<file path="src/rtl/seg_pkg.sv">
// seg_pkg: scan FSM states and hex-to-segment table shared by the scan controller.
package seg_pkg;
  typedef enum logic {BLANK, SHOW} state_t;
  localparam logic [6:0] SEG_TABLE [16] = '{
    7'b0111111, 7'b0000011, 7'b1101101, 7'b1001111,
    7'b1010011, 7'b1011110, 7'b1111110, 7'b0000111,
    7'b1111111, 7'b1011111, 7'b1110111, 7'b1111010,
    7'b0111100, 7'b1101011, 7'b1111100, 7'b1110100
  };
  function automatic logic [6:0] hex2seg(input logic [3:0] v);
    return SEG_TABLE[v];
  endfunction
endpackage

</file>
<file path="src/rtl/hex_seg_lut.sv">
// hex_seg_lut: combinational nibble to 7-segment lookup.
module hex_seg_lut
  import seg_pkg::*;
(
  input  logic [3:0] nib_i,
  output logic [6:0] seg_o
);
  assign seg_o = hex2seg(nib_i);
endmodule

</file>
<file path="src/rtl/seg_scan_ctrl.sv">
// seg_scan_ctrl: multiplexed 7-segment scan with blanking guard and frame-aligned double buffer.
// Define SEG_SCAN_LEADING_ZERO_EN to darken leading zero digits.
module seg_scan_ctrl
  import seg_pkg::*;
#(
  parameter int DIGITS       = 4,
  parameter int PRESCALE     = 50000,
  parameter int BLANK_CYCLES = 2
) (
  input  logic                  clk,
  input  logic                  rst_n,
  input  logic                  wr_valid,
  output logic                  wr_ready,
  input  logic [4*DIGITS-1:0]   wr_data,
  input  logic [DIGITS-1:0]     blank_mask,
  output logic [6:0]            seg,
  output logic [DIGITS-1:0]     dig_en,
  output logic                  frame_done
);
  localparam int SW = DIGITS > 1 ? $clog2(DIGITS) : 1;
  localparam int CW = $clog2(PRESCALE);
  state_t                state_q, state_d;
  logic [SW-1:0]         slot_q, slot_d;
  logic [CW-1:0]         cnt_q, cnt_d;
  logic [4*DIGITS-1:0]   active_q, active_d, shadow_q, shadow_d;
  logic                  pend_q, pend_d;
  logic [6:0]            seg_q, seg_d, lut_seg;
  logic [DIGITS-1:0]     dig_q, dig_d;
  logic                  fd_q;
  logic                  last, slot_end, wrap, xfer, lz, dark;
  logic [3:0]            nib;
  // Outputs are computed from next-state values so they align with the state register.
  always_comb begin
    last     = cnt_q == CW'(PRESCALE - 1);
    cnt_d    = last ? '0 : cnt_q + 1'b1;
    slot_end = state_q == SHOW && last;
    wrap     = slot_end && slot_q == SW'(DIGITS - 1);
    state_d  = (state_q == BLANK && cnt_q == CW'(BLANK_CYCLES - 1)) ? SHOW : slot_end ? BLANK : state_q;
    slot_d   = wrap ? '0 : slot_end ? slot_q + 1'b1 : slot_q;
    xfer     = wr_valid && !pend_q;
    shadow_d = xfer ? wr_data : shadow_q;
    active_d = (wrap && pend_q) ? shadow_q : active_q;
    pend_d   = xfer || (pend_q && !wrap);
    nib      = active_d[4*slot_d +: 4];
    dark     = state_d == BLANK || blank_mask[slot_d] || lz;
    seg_d    = dark ? '0 : lut_seg;
    dig_d    = dark ? '0 : DIGITS'(1) << slot_d;
  end
`ifdef SEG_SCAN_LEADING_ZERO_EN
  logic [DIGITS-1:0] zf;
  for (genvar g = 0; g < DIGITS; g++) begin : g_lz
    assign zf[g] = (active_d >> (4 * g)) == '0;
  end
  assign lz = slot_d != '0 && zf[slot_d];
`else
  assign lz = 1'b0;
`endif
  hex_seg_lut u_lut (.nib_i(nib), .seg_o(lut_seg));
  always_ff @(posedge clk) begin
    if (!rst_n) begin
      state_q  <= BLANK;
      slot_q   <= '0;
      cnt_q    <= '0;
      active_q <= '0;
      shadow_q <= '0;
      pend_q   <= 1'b0;
      seg_q    <= '0;
      dig_q    <= '0;
      fd_q     <= 1'b0;
    end else begin
      state_q  <= state_d;
      slot_q   <= slot_d;
      cnt_q    <= cnt_d;
      active_q <= active_d;
      shadow_q <= shadow_d;
      pend_q   <= pend_d;
      seg_q    <= seg_d;
      dig_q    <= dig_d;
      fd_q     <= wrap;
    end
  end
  assign wr_ready   = !pend_q;
  assign seg        = seg_q;
  assign dig_en     = dig_q;
  assign frame_done = fd_q;
endmodule

</file>
<file path="config.mk">
export PLATFORM = sky130hd
export DESIGN_NAME = seg_scan_ctrl
export DESIGN_NICKNAME = d
export VERILOG_FILES = /design/src/rtl/seg_pkg.sv /design/src/rtl/hex_seg_lut.sv /design/src/rtl/seg_scan_ctrl.sv
export SDC_FILE = /design/constraint.sdc
export NUM_CORES = 1
export LEC_CHECK = 0
export BUFFER_PORTS_ARGS = -buffer_cell sky130_fd_sc_hd__buf_2
export CAP_MARGIN = 20
export CORE_UTILIZATION = 52
export CTS_CLUSTER_DIAMETER = 120
export DETAILED_ROUTE_END_ITERATION = 12
export GPL_TIMING_DRIVEN = 0
export PLACE_DENSITY = 0.75
export SLEW_MARGIN = 0
export SYNTH_ARGS = -nofsm -noshare
export SYNTH_HDL_FRONTEND = slang
export SYNTH_SLANG_ARGS = --single-unit
</file>
<file path="constraint.sdc">
create_clock -name clk -period 3.26 [get_ports clk]
set_clock_uncertainty 0.1 [all_clocks]
set_input_delay 0.163 -clock clk [delete_from_list [all_inputs] [get_ports clk]]
set_output_delay 0.163 -clock clk [all_outputs]
set_load 0.05 [all_outputs]
</file>
* Word-level counts from Yosys, hierarchy flattened
Memories as Yosys holds them, arrays and structs flattened. A register that Yosys moved wholly into a read port is not among the register bits.
Cells that the tools add are included.
** Storage, ports and cells
- Memory bits (read-only) :: 112
- Flip-flop bits (word level) :: 57
- Input port bits :: 23
- Memories kept :: 1
- Logic and storage cells :: 40
- Output and inout bits :: 13
** Memory list
- (no name shown) :: words 16, bits a word 7, read ports 1, clocked after memory_dff 1, write ports 0, RTL line seg_pkg.sv:11 : return SEG_TABLE[v];
** Operators by class
- Mux-type cells :: 7
- Shift operators :: 2
- Add/sub/neg operators :: 2
- Reduce and logical (&&, ||, !) cells :: 12
- Bitwise logic cells :: 4
- Equality and inequality tests :: 3
- $lt $le $gt $ge :: 1
** Operators with widths (number)
- $add 16x1->16 const B :: 1
- $eq 16x1->1 const B :: 1
- $eq 16x16->1 const B :: 1
- $mux 16 :: 1
- $shiftx 16x5->4 :: 1
- $logic_and 1x1->1 :: 6
- $not 4->5 :: 1
- $mux 2 :: 2
- $reduce_or 2->1 :: 2
- $shl 1x2->4 const A :: 1
- $lt 2x3->1 const B :: 1
- $mux 1 :: 3
- $not 1->1 :: 3
- $add 2x1->2 const B :: 1
- $bmux 1 s2 :: 1
- $eq 2x2->1 const B :: 1
- $logic_not 1->1 :: 2
- $logic_or 1x1->1 :: 2

* Depth between registers and ports, before layout
- Depth after elaboration :: 8
- Mapped depth :: 14
- Depth with buffers taken out :: 13

* By module
From an unflattened synthesis, not the netlist that was laid out.
** Unflattened totals
- Cell total of the unflattened synthesis :: 332
- Area total of the unflattened synthesis :: 2946.6 µm²
** By module, submodules not included
- seg_scan_ctrl :: area an instance 2660.1 µm², cells each 299, seq. area each 1281.2 µm², instances 1
- hex_seg_lut :: area an instance 286.5 µm², cells each 33, seq. area each 0.0 µm², instances 1

* Worst setup path after synthesis
OpenSTA, ideal clock, no wires.
- Path kind :: reg-to-reg
- Start point :: reg cnt_q[4]
- End point :: reg seg_q[6], in the netlist seg[6]
- Setup time :: 95 ps
- Data required time :: 3065 ps
- Cell stages (with the launch flop) :: 12
- Period minus slack after synthesis :: 3183 ps
- Path slack :: 77 ps
- Path buffers :: 1
- Arrival :: 2988 ps
- Cell sequence :: dfxtp_1 or4_1 nor4_1 nand3_1 clkbuf_1 o32ai_1 nor2_1 o22ai_1 inv_1 ha_1 mux2_1 a221oi_1
** Between the ends
- Cells in the longest elaborated chain, start to end :: 8
- Elaborated cells on any way between the ends :: 18
- Those cells by class :: eq/ne: 2; shift: 1; mux: 7; bitwise: 2; reduce/logical: 6
** RTL lines
- from (decl) :: RTL line seg_scan_ctrl.sv:24 : logic [CW-1:0] cnt_q, cnt_d;
- from (signal assigned) :: RTL line seg_scan_ctrl.sv:73 : cnt_q <= cnt_d;
- branches (longest 8 deep; another with $eq 16x16->1)
- to (decl) :: RTL line seg_scan_ctrl.sv:27 : logic [6:0] seg_q, seg_d, lut_seg;
Parallel ways; which one is timed is not known. The select of a mux whose other input is x is not followed.
A chain may end at the register's enable or synchronous reset.

* Worst setup path in the final report
- Start point :: reg cnt_q[11]
- End point :: reg seg_q[2], in the netlist seg[2]
Same word-level chain as after synthesis.

==> impl_metrics.env <==
export IMPL_setup_ws_ns=0.003779
export IMPL_detail_route_wl_per_cell_microns=15.25
export IMPL_io_buffer_count=35
export IMPL_area_growth_pct=33.35
export IMPL_fillers=417
export IMPL_worst_setup_path_type="flip-flop to flip-flop"
export IMPL_crit_path_start="cnt_q[11]"
export IMPL_slew_violations=0
export IMPL_synth_xor_area_frac=0.03416
export IMPL_antenna_found_initial=0
export IMPL_fp_dieArea_sq_um=6228
export IMPL_cts_buffers=9
export IMPL_overflow=0
export IMPL_synthTopCellsByArea="dfxtp_1 42%, nand2_1 9.0%, a21boi_0 8.1%"
export IMPL_r2r_end="seg[2]"
export IMPL_synth_area_mux_share=0.05083
export IMPL_whs_ns=0.1147
export IMPL_synthAdderAreaFrac=0.04067
export IMPL_dominantRegCellSynth="dfxtp_1"
export IMPL_path_clk_slew_ns=0.07
export IMPL_grt_total_usage=0.2649
export IMPL_hold_viol=0
export IMPL_wl_met1_mm=3.516
export IMPL_path_max_fanout=4
export IMPL_grt_pass1_wl_mm=12.74
export IMPL_endpoint_kind="flip-flop"
export IMPL_period_share=0.9988
export IMPL_synth_cell_types=51
export IMPL_syn_area_sq_um=3077
export IMPL_drc=0
export IMPL_avgViaCountPerCell=5.634
export IMPL_reg2reg_slack_ns=0.004
export IMPL_startpoint_type="flip-flop"
export IMPL_period_needed_ns=3.256
export IMPL_die_height_microns=78.92
export IMPL_htreeDepth=3
export IMPL_slew_limit_headroom=0.6239
export IMPL_clk_path_buf_depth=2
export IMPL_worst_ep_required_time_ns=3.38
export IMPL_hpwlAfterDp_mm=4.779
export IMPL_wl_met3_microns=447
export IMPL_yosys_area_top_type="dfxtp_1"
export IMPL_drv_cap=0
export IMPL_reg2regPathDepth=12
export IMPL_status="completed"
export IMPL_dr_pass1_iters=7
export IMPL_worstSkewPairLatency_ns=0.35
export IMPL_hold_path_class="input port to flip-flop"
export IMPL_cp_endpoint="seg[2]"
export IMPL_num_antenna_cells=0
export IMPL_p_leak_nw=1.639
export IMPL_synth_simple_area_share=0.2253
export IMPL_wl_mm=8.036
export IMPL_fp_dieW_microns=78.92
export IMPL_ant_nets=0
export IMPL_core_region_area_sq_um=5608
export IMPL_gp_congestion=0.8600
export IMPL_worst_pin_slew_ns=0.5642
export IMPL_drt_iter0_drc=168
export IMPL_ir_drop_v=0.0002580
export IMPL_grt_pass1_vias=2762
export IMPL_cts_sinks=64
export IMPL_power_mw=1.641
export IMPL_dr_wl_met2_mm=3.804
export IMPL_ys_warn_count=0
export IMPL_yosysSeqAreaShare=0.4164
export IMPL_synth_nets=396
export IMPL_num_rows=27
export IMPL_drive_above_1_share=0.2549
export IMPL_cts_tree="yes"
export IMPL_synth_top_area_frac=0.4164
export IMPL_clock_fmax_mhz=307.1
export IMPL_place_inst=470
export IMPL_cts_root_buf="clkbuf_8"
export IMPL_highest_layer="met4"
export IMPL_initial_core_util=0.5486
export IMPL_regToRegStartpoint="cnt_q[11]"
export IMPL_final_util=0.7316
export IMPL_dpl_worst_slack_ns=-0.5130
export IMPL_setup_violations=0
export IMPL_grt_max_degree=12
export IMPL_synth_seq_cells=64
export IMPL_p_per_area_nw_per_um2=400.1
export IMPL_cp_arrival_ns=3.38
export IMPL_synth_top_family_by_area="simple AND/OR/NAND/NOR gates"
export IMPL_rsz0062_at_grt="yes"
export IMPL_syn_inst=363
export IMPL_synth_async_reset_ratio=0
export IMPL_synth_edf_count=0
export IMPL_synth_compound_area_share=0.1972
export IMPL_final_cell_count_no_fill=527
export IMPL_nNetsFinal=483
export IMPL_syn_area_per_cell_sq_um=8.476
export IMPL_io_pins=36
export IMPL_num_vias=2969
[worst min path at each step]
stage	start	endpoint	slack, ns	cells after the start
6_report	blank_mask[2]	dig_en[3]	0.11	4
5_1_grt	blank_mask[2]	dig_en[3]	0.13	4
4_1_cts	blank_mask[2]	dig_en[2]	0.11	4
3_5_place_dp	wr_data[7]	shadow_q[7]	0.32	3
3_3_place_gp	wr_data[6]	shadow_q[6]	0.31	3
2_1_floorplan	wr_data[10]	shadow_q[10]	0.21	2
[through the flow]
| stage | setup TNS, ns | area [sq um] |
|---|---|---|
| 6_report | 0 | 4103 |
| 5_1_grt | -0.3579 | 4103 |
| 4_1_cts | 0 | 3955 |
| 3_5_place_dp | -2.771 | 3342 |
| 3_3_place_gp | -1.999 | 3342 |
| 2_1_floorplan | 0 | 3077 |
[layout make-up]
cell class	instances	area, sq um	share of cell area
Clock inverter	5	55.05	0.01342
Timing Repair Buffer	77	544.3	0.1327
Buffer	16	76.32	0.01860
Tap cell	72	90.09	0.02196
Clock buffer	11	151.4	0.03690
Sequential cell	64	1287	0.3138
Inverter	10	37.54	0.009149
Multi-Input combinational cell	272	1861	0.4535
[sequential cells by signal, indices dropped and copies added, names as in the netlist]
register    count
shadow_q       16
dig_en          4
cnt_q          16
state_q         1
slot_q          2
active_q       16
pend_q          1
frame_done      1
seg             7
[metal layers]
| metal | up-vias | GRT usage |
|---|---|---|
| met3 | 27 | 0.04713 |
| met1 | 1373 | 0.3286 |
| met2 | 129 | 0.4339 |
| li1 | 1440 | - |
| met5 | - | 0 |
| met4 | 0 | 0.1473 |
[cell families after synthesis]
family,Yosys count
compound gates,86
xor+xnor,12
fa+ha+maj,10
buf+inv,27
flops,64
mux,15
simple gates,149
[placed cells by master (no fill, tap or decap), types with 5 or more instances in the layout]
cell	instances
o21ai_0	15
clkbuf_8	11
mux2i_1	8
nor3_1	5
xor2_1	9
a21oi_1	7
nand3_1	8
buf_6	5
a21boi_0	33
buf_2	35
clkbuf_1	12
dfxtp_1	61
nor2_1	23
dlygate4sd3_1	17
buf_4	22
inv_1	8
ha_1	8
nand2_1	74
[power breakdown]
group	leakage, nW	internal [mW]	switching [mW]
sequential	0.521	0.803	0.0131
combinational	1.02	0.0527	0.0757
clock	0.101	0.392	0.305
total	1.64	1.25	0.394
[worst max-delay path, cell delays in order (launching register included)]
cell	delay, ns
dfxtp_4	0.36
or4_4	0.58
or4_4	0.48
nor3_4	0.29
o21ai_2	0.13
o21ai_0	0.14
o22ai_2	0.14
inv_2	0.12
ha_4	0.16
inv_1	0.06
o21ai_0	0.07
o32a_1	0.15
or3b_1	0.35
[Yosys cell counts (all sizes together), types with 2 or more instances]
cell type	number
a22oi	3
mux2i	10
o311ai	2
o32a	2
xnor2	3
o21ai	19
clkbuf	14
buf	3
or4	3
nand4	4
a221oi	4
inv	10
mux2	5
dfxtp	64
xor2	9
nor2b	4
a21boi	33
and3	5
and2	4
a21oi	7
o211ai	2
nand2	74
o21bai	2
nor3b	2
ha	10
nor4	2
nand3	11
a211oi	4
nor2	25
or3	3
a21o	2
nor3	7
[what timing repair did]
| action | CTS | global route |
|---|---|---|
| hold buffers | 17 | 0 |
| setup endpoints to repair | 7 | 11 |
| buffers inserted | 13 | 13 |
| gates resized for setup | 35 | 16 |
| hold endpoints to repair | 17 | 0 |
| pin swaps | 13 | 15 |
(Power assumes the default switching activity.)
